<file path="src/rtl/ghostbus_byte_host.sv">
// Byte-stream command host for the ghostbus: parses write/read frames from rx,
// issues one bus strobe per frame and streams the ack or read data back on tx.
//
// state   | meaning
// --------+-----------------------------------------------------------
// S_IDLE  | waiting for an opcode byte
// S_ADDR  | shifting in address bytes, MSB first
// S_WDATA | shifting in write-data bytes, MSB first
// S_WRITE | gb_we asserted for this single cycle
// S_READ  | gb_re asserted for this single cycle
// S_WAIT  | counting down the bus read latency
// S_TX    | streaming the captured read word, MSB first
// S_ACK   | holding 0xA5 write acknowledge until accepted
// S_ERR   | holding 0xEE bad-opcode response until accepted
module ghostbus_byte_host #(
    parameter int AW     = 24,
    parameter int DW     = 32,
    parameter int RD_LAT = 2
) (
    input  logic          clk,
    input  logic          rst_n,
    input  logic [7:0]    rx_data,
    input  logic          rx_valid,
    output logic          rx_ready,
    output logic [7:0]    tx_data,
    output logic          tx_valid,
    input  logic          tx_ready,
    output logic [AW-1:0] gb_addr,
    output logic [DW-1:0] gb_wdata,
    output logic          gb_we,
    output logic          gb_re,
    input  logic [DW-1:0] gb_rdata,
    output logic          busy
);

    localparam int AB = AW / 8;
    localparam int DB = DW / 8;
    localparam logic [7:0] OP_WR   = 8'h01;
    localparam logic [7:0] OP_RD   = 8'h02;
    localparam logic [7:0] RSP_ACK = 8'hA5;
    localparam logic [7:0] RSP_ERR = 8'hEE;

    typedef enum logic [3:0] {
        S_IDLE, S_ADDR, S_WDATA, S_WRITE, S_READ, S_WAIT, S_TX, S_ACK, S_ERR
    } state_t;

    state_t        state;
    logic [2:0]    cnt;
    logic          is_wr;
    logic [DW-1:0] shreg;
    logic [DW-1:0] sh_next;

    // The cast form keeps the shift legal when DW is a single byte.
    assign sh_next  = DW'({shreg, 8'h00});
    assign rx_ready = (state == S_IDLE) || (state == S_ADDR) || (state == S_WDATA);
    assign busy     = (state != S_IDLE);

    always_ff @(posedge clk or negedge rst_n) begin
        if (!rst_n) begin
            state    <= S_IDLE;
            cnt      <= 3'd0;
            is_wr    <= 1'b0;
            shreg    <= '0;
            gb_addr  <= '0;
            gb_wdata <= '0;
            gb_we    <= 1'b0;
            gb_re    <= 1'b0;
            tx_data  <= 8'h00;
            tx_valid <= 1'b0;
        end else begin
            gb_we <= 1'b0;
            gb_re <= 1'b0;
            case (state)
                S_IDLE: begin
                    if (rx_valid) begin
                        if (rx_data == OP_WR || rx_data == OP_RD) begin
                            is_wr <= (rx_data == OP_WR);
                            cnt   <= 3'(AB - 1);
                            state <= S_ADDR;
                        end else begin
                            tx_data  <= RSP_ERR;
                            tx_valid <= 1'b1;
                            state    <= S_ERR;
                        end
                    end
                end
                S_ADDR: begin
                    if (rx_valid) begin
                        gb_addr <= AW'({gb_addr, rx_data});
                        if (cnt == 3'd0) begin
                            if (is_wr) begin
                                cnt   <= 3'(DB - 1);
                                state <= S_WDATA;
                            end else begin
                                gb_re <= 1'b1;
                                state <= S_READ;
                            end
                        end else begin
                            cnt <= cnt - 3'd1;
                        end
                    end
                end
                S_WDATA: begin
                    if (rx_valid) begin
                        gb_wdata <= DW'({gb_wdata, rx_data});
                        if (cnt == 3'd0) begin
                            gb_we <= 1'b1;
                            state <= S_WRITE;
                        end else begin
                            cnt <= cnt - 3'd1;
                        end
                    end
                end
                S_WRITE: begin
                    tx_data  <= RSP_ACK;
                    tx_valid <= 1'b1;
                    state    <= S_ACK;
                end
                S_READ: begin
                    cnt   <= 3'(RD_LAT - 1);
                    state <= S_WAIT;
                end
                S_WAIT: begin
                    // cnt hits zero in the cycle RD_LAT after the gb_re cycle
                    if (cnt == 3'd0) begin
                        shreg    <= gb_rdata;
                        tx_data  <= gb_rdata[DW-1 -: 8];
                        tx_valid <= 1'b1;
                        cnt      <= 3'(DB - 1);
                        state    <= S_TX;
                    end else begin
                        cnt <= cnt - 3'd1;
                    end
                end
                S_TX: begin
                    if (tx_ready) begin
                        if (cnt == 3'd0) begin
                            tx_valid <= 1'b0;
                            state    <= S_IDLE;
                        end else begin
                            shreg   <= sh_next;
                            tx_data <= sh_next[DW-1 -: 8];
                            cnt     <= cnt - 3'd1;
                        end
                    end
                end
                S_ACK, S_ERR: begin
                    if (tx_ready) begin
                        tx_valid <= 1'b0;
                        state    <= S_IDLE;
                    end
                end
                default: state <= S_IDLE;
            endcase
        end
    end

endmodule

</file>
<file path="config.mk">
export PLATFORM = sky130hd
export DESIGN_NAME = ghostbus_byte_host
export DESIGN_NICKNAME = d
export VERILOG_FILES = /design/src/rtl/ghostbus_byte_host.sv
export SDC_FILE = /design/constraint.sdc
export NUM_CORES = 1
export LEC_CHECK = 0
export CAP_MARGIN = 10
export CORE_UTILIZATION = 53
export DETAILED_ROUTE_END_ITERATION = 10
export GPL_ROUTABILITY_DRIVEN = 1
export PLACE_DENSITY = 0.83
export SYNTH_ARGS = -nofsm -noshare
export SYNTH_HDL_FRONTEND = slang
export SYNTH_SLANG_ARGS = --single-unit
</file>
<file path="constraint.sdc">
create_clock -name clk -period 3.9 [get_ports clk]
set_input_delay 0.78 -clock clk [delete_from_list [all_inputs] [get_ports clk]]
set_output_delay 0.78 -clock clk [all_outputs]
set_load 0.01 [all_outputs]
</file>
==> summary.md <==
| Metric | Value |
|---|---|
| Outcome | `completed` |
| Number of instances resized during post-cts repair | `0` |
| Slew @ Worst Pin | `1.03 ns` |
| Area enclosed by the die boundary | `8740 um^2` |
| Rel. slew slack | `31.6%` |
| Leakage power figure | `2.58 nW` |
| Buffers added on ports | `112` |
| Post-Syn Nets | `415` |
| Die height | `93.5 um` |
| Comb pwr share | `42.1%` |
| Flop pwr share | `40.8%` |
| Pwr Density | `749 nW/um^2` |
| First-pass iteration count of the detailed router | `5` |
| Startpoint class of the critical path | `flop` |
| Proportion of power drawn by the clock network | `17.1%` |
| Total half-perimeter wirelength after legalization and detailed placement | `7010 um` |
| VDD IR-drop max | `0.407 mV` |
| TritonCTS clock tree | `done` |
| Layout-stage area growth over the synthesis result | `31.6%` |
| Register-to-register path setup slack | `1.30 ns` |
| Required time worst endpoint | `3.12 ns` |
| CTS sink count | `99` |
| Number of failing hold endpoints at the final stage | `0` |
| Share of layout cells above drive strength 1 | `18.5%` |
| Number of antenna violations at the first check in global routing | `0` |
| Syn_area_per_cell | `12.0 um^2` |
| Avg Vias per Cell | `5.64` |
| Instance area after placement | `5600 um^2` |
| Total routing resource utilization after global routing | `23.9%` |
| Seq/Total Area, Yosys | `55.9%` |
| Post-synth top area share | `55.9%` |
| Count of flip-flops with a built-in enable after synthesis | `0` |
| Fill cells | `559` |
| Clock latency on the worst-skew pair | `0.37 ns` |
| Cell accounting for the most synthesized area | `sky130_fd_sc_hd__dfrtp_1` |
| Area of the placeable core | `7930 um^2` |
| Share of the clock period used by the worst path after layout | `80.7%` |
| Fraction of registers with async set or reset after synthesis | `100%` |
| GPL Wtd Cong | `0.861` |
| Routed length per instance | `16.6 um` |
| Core Rows | `32` |
| Post-route setup TNS | `0 ns` |
| Number of instances in the synthesized netlist | `369` |
| Internal power consumption | `2.83 mW` |
| Die extent in x | `93.5 um` |
| Library cell used as clock root buffer | `sky130_fd_sc_hd__clkbuf_8` |
| Count of synthesis-stage warnings from yosys | `0` |
| Post-Route WL | `9660 um` |
| Max Clock Skew | `0.0104 ns` |
| # setup viols final | `0` |
| Largest cells by area after synthesis | `sky130_fd_sc_hd__dfrtp_1 56%, sky130_fd_sc_hd__mux2_2 15%, sky130_fd_sc_hd__mux2i_1 4.5%` |
| Share of total power consumed by net switching | `35.3%` |
| Setup Buffers After CTS | `0` |
| Final core utilization | `73.6%` |
| Flip-flop and latch count after synthesis | `99` |
| Hold buffers post-CTS | `0` |
| Post-route design area | `5830 um^2` |
| Worst path arrival time | `2.37 ns` |
| Count of nets after finishing | `521` |
| First-pass GRT wire length | `16,100 um` |
| MaxCap Viol Count | `0` |
| Number of DRC markers in iteration 0 | `128` |
| Maximum fanout along the worst path | `26` |
| CTS Buffer Depth | `2` |
| Ant. Diodes | `0` |
| Number of levels in the clock H-tree | `3` |
| Number of CTS-inserted buffers | `9` |
| Number of global-route vias before repair | `3,340` |
| Clock-pin slew on the worst setup and hold paths | `0.10 ns` |
| Number of nets with antenna violations after detailed routing | `0` |
| Initial core utilization | `55.9%` |
| I/O pins | `113` |
| Synthesized area | `4430 um^2` |
| Final max-slew violation count | `0` |
| Via count | `3,280` |
| DRC viols | `0` |
| Final global-route overflow total | `0` |
| Net switching component of the power | `1.54 mW` |
| Hold Path Class | `in2async` |
| Highest achievable clock rate | `0.318 GHz` |
| Final min period | `3.15 ns` |
| Maximum number of pins on one net before global-route repair | `50` |
| Critical setup path kind | `reg2out` |
| Number of distinct library cells after synthesis | `44` |
| Setup crit end kind | `output port` |
| Setup repair after global routing missed its margin | `false` |
| Top flip-flop cell by instance count after synthesis | `sky130_fd_sc_hd__dfrtp_1` |
## cells in the mapped netlist, drive strengths merged (3+ instances only)
cell type / n
dfrtp: 99
mux2: 59
nand2: 30
o21ai: 27
mux2i: 20
nor2: 19
clkbuf: 13
a21oi: 11
a22o: 10
buf: 9
inv: 6
nor2b: 6
a21o: 5
nand2b: 5
a211oi: 4
nor3: 4
or2: 4
a2bb2oi: 3
nand3: 3
nand3b: 3
nor4: 3
o22ai: 3
o31ai: 3
## path summary, 6_finish.rpt
kind                                start         end  depth (start not counted)
worst max register to register   state[1]   shreg[17]                          4
worst min register to register  shreg[12]   shreg[12]                          2
max in group asynchronous           rst_n  gb_addr[5]                          2
worst max-delay path             state[1]        busy                          3
min in group clk                shreg[12]   shreg[12]                          2
worst min-delay path                rst_n    shreg[7]                          1
## logic make-up (layout without fill, tap and decap cells)
kind of cell               after synthesis  after routing  synth area share, %
DFF                                     99             99                 55.9
buffers and inverters                   28            139                 3.10
xor gates and xnor gates                 1              1                0.198
and+or+nand+nor                         83             83                 9.42
AOI/OAI and AO/OA                       77             77                 11.3
adders and majority gates                2              2                0.564
muxes                                   79             79                 19.5
## power by group through the flow
stage	sequential, mW	combinational [mW]	clock (mW)
floorplan	1.75	1.08	0
global placement	1.77	1.78	0
detailed placement	1.80	1.84	0
CTS	1.78	1.85	0.765
global route	1.84	2.02	0.790
finish	1.78	1.84	0.747
## cells in the final DEF (no fill, tap or decap), types with 2 or more instances in the layout
cell / Yosys / routed
sky130_fd_sc_hd__clkdlybuf4s50_1: 0 / 111
sky130_fd_sc_hd__dfrtp_1: 99 / 99
sky130_fd_sc_hd__mux2_2: 59 / 59
sky130_fd_sc_hd__nand2_1: 30 / 30
sky130_fd_sc_hd__o21ai_0: 27 / 27
sky130_fd_sc_hd__mux2i_1: 20 / 20
sky130_fd_sc_hd__nor2_1: 18 / 18
sky130_fd_sc_hd__a21oi_1: 11 / 11
sky130_fd_sc_hd__a22o_1: 10 / 10
sky130_fd_sc_hd__clkbuf_8: 0 / 10
sky130_fd_sc_hd__inv_1: 6 / 6
sky130_fd_sc_hd__nor2b_1: 6 / 6
sky130_fd_sc_hd__buf_4: 2 / 6
sky130_fd_sc_hd__nand2b_1: 5 / 5
sky130_fd_sc_hd__a21o_1: 5 / 5
sky130_fd_sc_hd__a211oi_1: 4 / 4
sky130_fd_sc_hd__nor3_1: 4 / 4
sky130_fd_sc_hd__or2_2: 4 / 4
sky130_fd_sc_hd__nand3_1: 3 / 3
sky130_fd_sc_hd__nand3b_1: 3 / 3
sky130_fd_sc_hd__a2bb2oi_1: 3 / 3
sky130_fd_sc_hd__o31ai_1: 3 / 3
sky130_fd_sc_hd__o22ai_1: 3 / 3
sky130_fd_sc_hd__nor4_1: 2 / 2
sky130_fd_sc_hd__a31oi_1: 2 / 2
sky130_fd_sc_hd__o21bai_1: 2 / 2
sky130_fd_sc_hd__a22oi_1: 2 / 2
sky130_fd_sc_hd__ha_1: 2 / 2
sky130_fd_sc_hd__bufinv_16: 0 / 2
sky130_fd_sc_hd__inv_6: 0 / 2
## per-stage QoR
| stage | hold slack, ns | power (mW) | worst slack (ns) | instances |
|---|---|---|---|---|
| 2_1_floorplan | 0.450 | 2.84 | 1.50 | 369 |
| 3_3_place_gp | 0.465 | 3.56 | 0.905 | 566 |
| 3_5_place_dp | 0.470 | 3.64 | 0.850 | 566 |
| 4_1_cts | 0.423 | 4.39 | 0.757 | 582 |
| 5_1_grt | 0.457 | 4.65 | 0.522 | 582 |
| 6_report | 0.408 | 4.37 | 0.754 | 582 |
## registers in the layout, summed over array words and instances (netlist names)
| signal | flops |
|---|---|
| gb_re | 1 |
| tx_data | 8 |
| gb_we | 1 |
| cnt | 3 |
| shreg | 24 |
| state | 4 |
| is_wr | 1 |
| gb_addr | 24 |
| tx_valid | 1 |
| gb_wdata | 32 |
## worst max-delay path: stages (launching register included)
cell	delay [ns]
sky130_fd_sc_hd__dfrtp_1	0.65
sky130_fd_sc_hd__nor4_1	0.64
sky130_fd_sc_hd__inv_1	0.20
sky130_fd_sc_hd__clkdlybuf4s50_1	0.52
## cell type report
class / instances / area [um^2] / share of cell area [%]
sequential: 99 / 2480 / 42.5
multi-input combinational: 242 / 1820 / 31.2
timing repair buffer: 117 / 1160 / 19.8
clock buffer: 10 / 138 / 2.36
tap: 102 / 128 / 2.19
clock inverter: 6 / 93.8 / 1.61
inverter: 6 / 22.5 / 0.386
## routing by layer
metal / up-vias / track usage (%) / share of wire, %
met2: 116 / 39.9 / 50
met4: 0 / 9.87 / 2.6
li1: 1545 / - / -
met5: - / 0 / 0
met1: 1592 / 29.8 / 42
met3: 27 / 5.85 / 5.2
Note: power is estimated with default switching activity, not from simulation.
